[src/rtl/set_multi_circle.sv]
`default_nettype none
// ============================================================================
//  Module   : set_multi_circle
//  Purpose  : Scans a GRID x GRID lattice (points 1..GRID on each axis), one
//             point per clock, and counts the points that satisfy a set
//             expression over up to three circles (A=c0, B=c1, C=c2).
//             A job is started by en while idle; all job inputs are latched
//             at that edge, so they may change freely during the scan.
//  Revision : 1.0  initial release
// ----------------------------------------------------------------------------
//  Ports
//    clk        in   1                 clock, rising edge
//    rst        in   1                 asynchronous reset, active-high
//    en         in   1                 job start, honoured only while idle
//    central    in   NCIRC*2*COORD_W   {x0,y0,x1,y1,...}; circle 0 in MSBs
//    radius     in   NCIRC*COORD_W     {r0,r1,...}; r0 in MSBs
//    mode       in   3                 0 A, 1 A&B, 2 A^B, 3 exactly two of
//                                      {A,B,C}, 4 A|B|C, 5..7 count nothing
//    busy       out  1                 job in progress (scan + done cycle)
//    valid      out  1                 one-cycle pulse, candidate is final
//    candidate  out  CNT_W             running / final point count
// ============================================================================
module set_multi_circle #(
    parameter int COORD_W = 4,
    parameter int GRID    = 8,
    parameter int NCIRC   = 3,
    parameter int CNT_W   = 8
) (
    input  logic                         clk,
    input  logic                         rst,
    input  logic                         en,
    input  logic [NCIRC*2*COORD_W-1:0]   central,
    input  logic [NCIRC*COORD_W-1:0]     radius,
    input  logic [2:0]                   mode,
    output logic                         busy,
    output logic                         valid,
    output logic [CNT_W-1:0]             candidate
);

    // Squares of a COORD_W-bit value need 2*COORD_W bits; their sum needs
    // one more, so the distance test can never wrap.
    localparam int SQ_W  = 2 * COORD_W;
    localparam int SUM_W = 2 * COORD_W + 1;

    localparam logic [COORD_W-1:0] c_grid = COORD_W'(GRID);
    localparam logic [COORD_W-1:0] c_one  = COORD_W'(1);

    typedef enum logic [1:0] {
        ST_IDLE = 2'd0,
        ST_SCAN = 2'd1,
        ST_DONE = 2'd2
    } state_t;

    state_t                       r_state;
    logic [COORD_W-1:0]           r_x;
    logic [COORD_W-1:0]           r_y;
    logic [NCIRC*2*COORD_W-1:0]   r_central;
    logic [NCIRC*COORD_W-1:0]     r_radius;
    logic [2:0]                   r_mode;

    logic [2:0]                   w_abc;     // {C,B,A} hit flags for (r_x,r_y)
    logic                         w_sel;     // current point satisfies the expression
    logic                         w_last;    // current point is (GRID,GRID)

    // ------------------------------------------------------------------------
    // Per-circle inclusive in-circle test on the latched job parameters.
    // Slots beyond NCIRC do not exist and read as never-hit.
    // ------------------------------------------------------------------------
    generate
        for (genvar j = 0; j < 3; j++) begin : g_circle
            if (j < NCIRC) begin : g_present
                logic [COORD_W-1:0] w_cx;
                logic [COORD_W-1:0] w_cy;
                logic [COORD_W-1:0] w_r;
                logic [COORD_W-1:0] w_dx;
                logic [COORD_W-1:0] w_dy;
                logic [SQ_W-1:0]    w_dx2;
                logic [SQ_W-1:0]    w_dy2;
                logic [SQ_W-1:0]    w_r2;
                logic [SUM_W-1:0]   w_sum;

                assign w_cx = r_central[(NCIRC-j)*2*COORD_W-1 -: COORD_W];
                assign w_cy = r_central[(NCIRC-j)*2*COORD_W-COORD_W-1 -: COORD_W];
                assign w_r  = r_radius[(NCIRC-j)*COORD_W-1 -: COORD_W];

                // Absolute differences computed without signed arithmetic.
                assign w_dx = (r_x >= w_cx) ? (r_x - w_cx) : (w_cx - r_x);
                assign w_dy = (r_y >= w_cy) ? (r_y - w_cy) : (w_cy - r_y);

                assign w_dx2 = SQ_W'(w_dx) * SQ_W'(w_dx);
                assign w_dy2 = SQ_W'(w_dy) * SQ_W'(w_dy);
                assign w_r2  = SQ_W'(w_r)  * SQ_W'(w_r);
                assign w_sum = SUM_W'(w_dx2) + SUM_W'(w_dy2);

                assign w_abc[j] = (w_sum <= SUM_W'(w_r2));
            end else begin : g_absent
                assign w_abc[j] = 1'b0;
            end
        end
    endgenerate

    // ------------------------------------------------------------------------
    // Set expression selected by the latched mode.
    // ------------------------------------------------------------------------
    always_comb begin
        w_sel = 1'b0;
        case (r_mode)
            3'd0:    w_sel = w_abc[0];
            3'd1:    w_sel = w_abc[0] & w_abc[1];
            3'd2:    w_sel = w_abc[0] ^ w_abc[1];
            3'd3:    w_sel = ( w_abc[0] &  w_abc[1] & ~w_abc[2]) |
                             ( w_abc[0] & ~w_abc[1] &  w_abc[2]) |
                             (~w_abc[0] &  w_abc[1] &  w_abc[2]);
            3'd4:    w_sel = |w_abc;
            default: w_sel = 1'b0;
        endcase
    end

    assign w_last = (r_x == c_grid) && (r_y == c_grid);

    // ------------------------------------------------------------------------
    // Job controller. All outputs are registered.
    // ------------------------------------------------------------------------
    always_ff @(posedge clk or posedge rst) begin
        if (rst) begin
            r_state   <= ST_IDLE;
            busy      <= 1'b0;
            valid     <= 1'b0;
            candidate <= '0;
            r_x       <= c_one;
            r_y       <= c_one;
            r_central <= '0;
            r_radius  <= '0;
            r_mode    <= '0;
        end else begin
            case (r_state)
                ST_IDLE: begin
                    busy  <= 1'b0;
                    valid <= 1'b0;
                    if (en) begin
                        r_central <= central;
                        r_radius  <= radius;
                        r_mode    <= mode;
                        candidate <= '0;
                        r_x       <= c_one;
                        r_y       <= c_one;
                        busy      <= 1'b1;
                        r_state   <= ST_SCAN;
                    end
                end

                ST_SCAN: begin
                    // en is deliberately not looked at here: a job cannot be
                    // restarted once it has been accepted.
                    if (w_sel) begin
                        candidate <= candidate + CNT_W'(1);
                    end
                    if (r_y == c_grid) begin
                        r_y <= c_one;
                        r_x <= r_x + c_one;
                    end else begin
                        r_y <= r_y + c_one;
                    end
                    if (w_last) begin
                        valid   <= 1'b1;
                        r_state <= ST_DONE;
                    end
                end

                ST_DONE: begin
                    valid   <= 1'b0;
                    busy    <= 1'b0;
                    r_state <= ST_IDLE;
                end

                default: begin
                    valid   <= 1'b0;
                    busy    <= 1'b0;
                    r_state <= ST_IDLE;
                end
            endcase
        end
    end

endmodule
`default_nettype wire

[config.mk]
export PLATFORM = sky130hd
export DESIGN_NAME = set_multi_circle
export DESIGN_NICKNAME = d
export VERILOG_FILES = /design/src/rtl/set_multi_circle.sv
export SDC_FILE = /design/constraint.sdc
export NUM_CORES = 1
export LEC_CHECK = 0
export ABC_AREA = 1
export CORE_MARGIN = 2
export CORE_UTILIZATION = 35
export CTS_CLUSTER_DIAMETER = 80
export DETAILED_ROUTE_END_ITERATION = 10
export HOLD_SLACK_MARGIN = 0.06
export PLACE_DENSITY_LB_ADDON = 0.12
export RECOVER_POWER = 25
export SYNTH_ARGS = -nofsm -noshare
export SYNTH_HDL_FRONTEND = slang
export SYNTH_SLANG_ARGS = --single-unit
[constraint.sdc]
create_clock -name clk -period 9.4 [get_ports clk]
set_input_delay 2.82 -clock clk [delete_from_list [all_inputs] [get_ports clk]]
set_output_delay 2.82 -clock clk [all_outputs]
set_load 0.02 [all_outputs]
After elaboration in Yosys (flattened, before gate mapping)
Cells that the tools add are included.
- order comparisons: 9
- equality and inequality tests: 11
- muxes and demuxes: 22
- $add $sub $neg: 18
- multipliers: 9
- bitwise logic cells: 12
- reduce and logical (&&, ||, !) cells: 10
- operators by type and width (kind ; number):
    $mul A4 B4 Y8 ; 9
    $sub A4 B4 Y4 ; 12
    $mux W4 ; 9
    $add A8 B8 Y9 ; 3
    $le A9 B8 Y1 ; 3
    $ge A4 B4 Y1 ; 6
    $mux W8 ; 2
    $pmux W4 S2 ; 2
    $pmux W8 S2 ; 1
    $add A4 B1 Y4 const B ; 2
    $add A8 B1 Y8 const B ; 1
    $eq A4 B4 Y1 const B ; 2
    $ne A2 B2 Y1 const B ; 4
    $and A1 B1 Y1 ; 6
    $eq A3 B2 Y1 const B ; 2
    $reduce_and A2 Y1 ; 3
    $reduce_and A3 Y1 ; 2
    $pmux W1 S5 ; 1
    $mux W2 ; 2
    $pmux W2 S2 ; 1
    $eq A3 B1 Y1 const B ; 1
    $eq A3 B3 Y1 const B ; 1
    $logic_not A3 Y1 ; 1
    $mux W1 ; 3
    other kinds (9) ; 12
- register bits: 59
- input bits: 42

Depth between registers and ports, before layout
Gate-level depths: netlist of run 1.
- depth in word-level cells: 13
- mapped depth: 43
- mapped depth without buffers: 43

Worst setup path before layout of run 1
OpenSTA, ideal clock, no wires.
- path kind: flip-flop to flip-flop
- start: register r_x[1]
- end: register candidate[4]
- stages on the path, launching flop included: 37
- data required time: 9.334 ns
- path slack: 2.609 ns
- buffers on the path: 0
- data arrival time: 6.725 ns
- clock period less this slack: 6.791 ns
- path through: dfrtp_1 -> inv_1 -> ha_1 -> nand2_1 -> a21oi_1 -> nor2_1 -> o21bai_2 -> o21ai_0 -> o21ai_0 -> xor2_1 -> nor2_1 -> inv_1 -> fa_1 -> fa_1 -> fa_1 -> inv_1 -> fa_1 -> ha_1 -> fa_1 -> nand3_1 -> nand2_1 -> xor2_1 -> ha_1 -> nand2_1 -> nor2_1 -> nand3_1 -> nor2_1 -> a21oi_2 -> inv_1 -> ha_1 -> o41ai_1 -> a21oi_2 -> nand3_2 -> nand2_4 -> nand2_4 -> nand2_1 -> nand2_1
- longest elaborated chain between the ends: 13
- elaborated cells on any way between the ends: 37
- those cells by class: 9 x add/sub; 3 x mul; 6 x order compare; 1 x eq/ne; 4 x mux; 12 x bitwise; 2 x reduce/logical
- ends and longest elaborated chain (item ; line ; text):
    start, declared ; 55 ; logic [COORD_W-1:0] r_x;
    start signal, assigned ; 130 ; r_x <= c_one;
    start signal, assigned ; 145 ; r_x <= c_one;
    start signal, assigned ; 160 ; r_x <= r_x + c_one;
    $sub A4 B4 Y4 or $ge A4 B4 Y1 (tied branches) ; 87 ; assign w_dx = (r_x >= w_cx) ? (r_x - w_cx) : (w_cx - r_x);
    $mux W4 ; 87 ;
    $mul A4 B4 Y8 ; 90 ; assign w_dx2 = SQ_W'(w_dx) * SQ_W'(w_dx);
    $add A8 B8 Y9 ; 93 ; assign w_sum = SUM_W'(w_dx2) + SUM_W'(w_dy2);
    $le A9 B8 Y1 ; 95 ; assign w_abc[j] = (w_sum <= SUM_W'(w_r2));
    $not A1 Y1 ; 112 ; ( w_abc[0] & ~w_abc[1] & w_abc[2]) |
    $and A1 B1 Y1 (2 in a row) ; 112 ;
    $or A1 B1 Y1 ; 111 ; 3'd3: w_sel = ( w_abc[0] & w_abc[1] & ~w_abc[2]) |
    $or A1 B1 Y1 ; 112 ;
    $pmux W1 S5 * ; 107 ; case (r_mode)
    $ne A2 B2 Y1 (no source line) * ; n/a ;
    $reduce_and A3 Y1 (no source line) * ; n/a ;
    end signal, assigned ; 156 ; candidate <= candidate + CNT_W'(1);
    end, declared ; 37 ; output logic [CNT_W-1:0] candidate
Mark *: on every way between the ends. The rest lies on a longest branch, timed or not.
A chain may end at the register's enable or synchronous reset.

Final worst setup path of run 1
- start: register r_x[1]
- end: register candidate[6]
The elaborated chain is that of the path after synthesis.

==> impl_metrics.json, run 1 <==
{
  "routedWlPerCell_microns": 12.7,
  "via_per_inst": 4.55,
  "drive_gt1_share_pct": 5.42,
  "rsz0062_at_grt": "false",
  "drt-total-wl_microns": 16300,
  "grt_pass1_vias": 5996,
  "cts.sinks": 59,
  "drt-pass1-iter-count": 5,
  "grt_usage_pct": 15.8,
  "synth.area.top_cells": "ha_1 (23%), dfrtp_1 (19%), fa_1 (12%)",
  "synth_cells": 957,
  "cts_inserted_buffers": 9,
  "crit_fanout": 10,
  "clk_pin_slew_worst_paths_ps": 60,
  "start_kind": "register",
  "die_x_microns": 150,
  "critPathMostFrequentCell": "nand2_1",
  "violations": "max-capacitance violations, max-slew violations",
  "rows": 53,
  "start_util_pct": 35.4,
  "portBuffers": 51,
  "cts_hold_buf": 0,
  "worst_pin_slew_ps": 3340,
  "cts_setup_buffers": 0,
  "slowest_delay_ps": 620,
  "critPathSlowestCell": "dfrtp_1",
  "finalSetupViolCount": 0,
  "synth_area_leader_cell": "ha_1",
  "grt_max_degree": 62,
  "worstSkewPairLatency_ps": 340,
  "grt_first_pass_wirelength_microns": 28500,
  "period_share_pct": 81.4,
  "crit_arrival_ps": 7920,
  "gp_congestion": 0.799,
  "fin_tns_setup_ps": 0,
  "worstHoldPathType": "register to register",
  "crit_type": "register to register",
  "num_io_pins": 52,
  "post_cts_resized": 0,
  "synth-seq-cells": 59,
  "drc_errors": 0,
  "ys_seq_area_share_pct": 19.9,
  "min_from": "busy",
  "cts_tree": "done",
  "clock_path_buffers": 2,
  "antenna_found_initial": 0,
  "max-slew-margin-rel_pct": -123,
  "netlist_area_sq_mm": 0.00743,
  "die_y_microns": 150,
  "h-tree-depth": 3,
  "insertedDiodeCount": 0,
  "report.final.slew_viol_count": 60,
  "initialDrtViolationCount": 189,
  "synth_nets": 1179,
  "gr-total-overflow": 0,
  "crit_path_start": "r_x[1]",
  "die_area_sq_mm": 0.0224,
  "cap_violations": 1,
  "hpwl_microns": 13400,
  "nets": 1232,
  "netlist.area_leader.share_pct": 22.6,
  "ant_nets": 0,
  "status": "finished, violations left",
  "required_ps": 9670,
  "cts-root-buf": "clkbuf_16",
  "finClkSkew_ps": 8.05,
  "hold_viol_final": 0,
  "r2r_start": "r_x[1]",
  "synth_warnings": 0,
  "dr_total_vias": 5865,
  "endpoint_kind": "register",
  "synth.avg_cell_area_sq_um": 7.76,
  "synthDistinctLibCells": 47,
  "fin_crit_ps": 7650,
  "coreArea_sq_mm": 0.0210,
  "max_freq_mhz": 131,
  "syn2layout_area_growth_pct": 15.1
}
[sequential cells by signal, indices dropped and copies added (netlist names)]
name and count:
r_radius 12, r_state 2, busy 1, valid 1, r_x 4, r_mode 3
candidate 8, r_central 24, r_y 4
[Yosys cell counts (all sizes together)]
| library cell | n |
|---|---|
| nand2 | 192 |
| nor2 | 74 |
| nand3b | 2 |
| nand3 | 42 |
| xnor2 | 15 |
| a211oi | 1 |
| o21ai | 63 |
| nand4 | 7 |
| o22ai | 1 |
| or2 | 5 |
| a31oi | 3 |
| fa | 46 |
| clkbuf | 7 |
| inv | 209 |
| o41ai | 1 |
| nor3b | 1 |
| a21oi | 43 |
| clkinv | 1 |
| o211ai | 3 |
| a311o | 1 |
| o21a | 2 |
| xor2 | 23 |
| dfstp | 2 |
| a221oi | 2 |
| ha | 134 |
| nor3 | 5 |
| mux2 | 1 |
| dfrtp | 57 |
| o21bai | 7 |
| a21o | 2 |
| buf | 5 |
[layer usage]
metal / GRT usage (%) / up-vias / wire [microns]
li1: - / 3101 / -
met1: 22.9 / 2707 / 8550
met2: 25.5 / 51 / 7270
met3: 2.13 / 6 / 401
met4: 2.83 / 0 / 112
met5: 0 / - / 0
[worst paths after layout]
check / to / slack (ps) / depth (start not counted)
max: candidate[6] / 1750 / 36
min: busy / 480 / 2
max reg2reg: candidate[6] / 1750 / 36
min reg2reg: busy / 480 / 2
max in group asynchronous: r_mode[0] / 3300 / 3
min in group asynchronous: candidate[7] / 4200 / 3
[critical path, delay by kind of cell, from the launching register on]
family	cells	cell delay, ps
flops	1	620
fa+ha+maj	9	3640
buf+inv	5	610
xor+xnor	1	320
simple gates	14	1140
compound gates	7	1230
[placed cells by master (no fill, tap or decap), drive strengths merged, types with 5 or more instances in the layout]
master,count
inv,212
nand2,192
ha,134
nor2,74
o21ai,63
dfrtp,57
clkdlybuf4s50,49
fa,46
a21oi,43
nand3,42
xor2,23
xnor2,15
clkbuf,11
nand4,7
o21bai,7
nor3,5
or2,5
[cell families (layout without fill, tap and decap cells)]
group                    after synthesis  in the layout  share of synthesized area [%]
AND/OR/NAND/NOR                      328            328                           18.8
buffers and inverters                222            280                           11.4
adder cells (fa/ha/maj)              180            180                           35.0
AO/OA/AOI/OAI                        129            129                           10.1
flip-flops                            59             59                           19.9
XOR/XNOR                              38             38                           4.58
multiplexers                           1              1                          0.152
[cell type report]
| class | instances | area [sq um] |
|---|---|---|
| tap | 275 | 344 |
| fill | 2202 | 12400 |
| inverter | 210 | 790 |
| clock buffer | 9 | 225 |
| sequential | 59 | 1480 |
| multi-input combinational | 676 | 5100 |
| clock inverter | 7 | 82.6 |
| timing repair buffer | 54 | 526 |
[per-stage QoR]
stage	util [%]	cell area, sq um	hold WS [ps]	worst slack, ps	cells
final	40.8	8550	477	1750	1290
after global routing	40.8	8550	517	940	1290
after CTS	40.8	8550	482	1700	1290
after detailed placement	39.3	8250	468	1760	1274
after global placement	39.3	8250	459	1900	1274
after floorplan	-	7430	507	2610	957
Power of run 1 is not shown: default switching activity piles up to over one toggle a cycle in this logic, so the estimate is an artifact.
==> run 2, diff against run 1 <==
==> constraint.sdc (replaced) <==
create_clock -name clk -period 6.4 [get_ports clk]
set_input_delay 1.92 -clock clk [delete_from_list [all_inputs] [get_ports clk]]
set_output_delay 1.92 -clock clk [all_outputs]
set_load 0.02 [all_outputs]
==> impl_metrics.json, run 2 (synthesis gave the netlist of run 1 again) <==
{
  "report.final.slew_viol_count": 0,
  "critPathSlowestCell": "fa_1",
  "gp_congestion": 0.871,
  "coreArea_sq_mm": 0.0210,
  "violations": "negative setup slack",
  "finClkSkew_ps": 8.31,
  "nets": 1377,
  "cap_violations": 0,
  "worstHoldPathType": "register to register",
  "fin_ws_ps": -295,
  "endpoint_kind": "register",
  "rsz0062_at_grt": "true",
  "clock_path_buffers": 2,
  "rows": 53,
  "die_x_microns": 150,
  "cts.sinks": 59,
  "hpwl_microns": 14100,
  "period_share_pct": 105,
  "cts_tree": "done",
  "drt-pass1-iter-count": 4,
  "max_freq_mhz": 149,
  "die_y_microns": 150,
  "dpl_cell_area_sq_mm": 0.00933,
  "gr-total-overflow": 0,
  "ant_nets": 0,
  "fin_crit_ps": 6700,
  "antenna_found_initial": 0,
  "finalSetupViolCount": 8,
  "start_kind": "register",
  "routedWlPerCell_microns": 12.0,
  "drt-total-wl_microns": 17200,
  "largestRegisters": "r_central: 24 flops, r_radius: 12 flops, candidate: 8 flops",
  "worstSkewPairLatency_ps": 340,
  "drive_gt1_share_pct": 21.0,
  "regMostFlops": "r_central",
  "cts_hold_buf": 0,
  "num_io_pins": 52,
  "nFillCells": 2144,
  "status": "finished, violations left",
  "via_per_inst": 4.43,
  "fin_area_sq_mm": 0.00992,
  "grt_pass1_vias": 6471,
  "cts-root-buf": "clkbuf_16",
  "crit_type": "register to register",
  "drc_errors": 0,
  "die_area_sq_mm": 0.0224,
  "crit_fanout": 5,
  "portBuffers": 51,
  "crit_arrival_ps": 6970,
  "h-tree-depth": 3,
  "insertedDiodeCount": 0,
  "start_util_pct": 35.4,
  "clk_pin_slew_worst_paths_ps": 60,
  "largest_register_ffs": 24,
  "worst_pin_slew_ps": 823,
  "grt_first_pass_wirelength_microns": 29800,
  "grt_usage_pct": 16.6,
  "final_cell_mix": "inv_1 (197), nand2_1 (178), buf_4 (144), ha_1 (127), nor2_1 (67)",
  "syn2layout_area_growth_pct": 33.6,
  "required_ps": 6680,
  "grt_max_degree": 49,
  "max-slew-margin-rel_pct": 45.0,
  "initialDrtViolationCount": 142,
  "cts_inserted_buffers": 9,
  "hold_viol_final": 0,
  "dr_total_vias": 6352,
  "slowest_delay_ps": 550,
  "final_common_cell": "inv_1"
}
[run 2: worst max-delay path, delay by kind of cell (launching register included)]
kind | cells | cell delay [ps]
AOI/OAI and AO/OA | 7 | 930
xor gates and xnor gates | 2 | 260
DFF | 1 | 530
and+or+nand+nor | 10 | 870
adders and majority gates | 10 | 3280
buffers and inverters | 9 | 730
[run 2: cell type report]
cell class,count,area [sq um],share of cell area [%]
clock buffers,10,239,2.41
clock inverters,6,95.1,0.958
inverters,210,790,7.96
multi-input cells,677,5330,53.7
flip-flops and latches,59,1480,14.9
well taps,275,344,3.47
repair buffers,198,1650,16.6
[run 2: metrics by stage]
stage	setup WS [ps]	instances	utilization, %	hold slack (ps)	TNS (ps)
global route	-730	1435	47.4	508	-5740
floorplan	-199	957	-	507	-1580
CTS	-312	1433	47.2	482	-2410
global placement	-618	1408	44.5	468	-4910
finish	-295	1435	47.4	476	-2320
detailed placement	-700	1408	44.5	464	-5520
[run 2: worst paths after layout]
check / from / endpoint / slack [ps] / cells after the start
max in group asynchronous: rst / r_radius[1] / 3170 / 3
min: busy / busy / 480 / 2
min reg2reg: busy / busy / 480 / 2
max reg2reg: r_x[0] / candidate[5] / -300 / 38
min in group asynchronous: rst / busy / 2180 / 2
max: r_x[0] / candidate[5] / -300 / 38
[run 2: per-layer routing]
| layer | track usage [%] | part of all wire (%) | up-vias | wire [microns] |
|---|---|---|---|---|
| met5 | 0 | 0 | - | 0 |
| met4 | 3.11 | 0.42 | 0 | 72 |
| met3 | 2.56 | 2.2 | 5 | 386 |
| met2 | 28.1 | 48 | 49 | 8190 |
| met1 | 22.6 | 50 | 2906 | 8560 |
| li1 | - | - | 3392 | - |
[run 2: repair_timing]
action                     in CTS  in global routing
gates resized for setup        29                  5
setup endpoints to repair       8                  8
pin swaps                      31                  9
setup buffers                   8                  2
cloned                          1                  0
Power of run 2 is left out for the same reason.
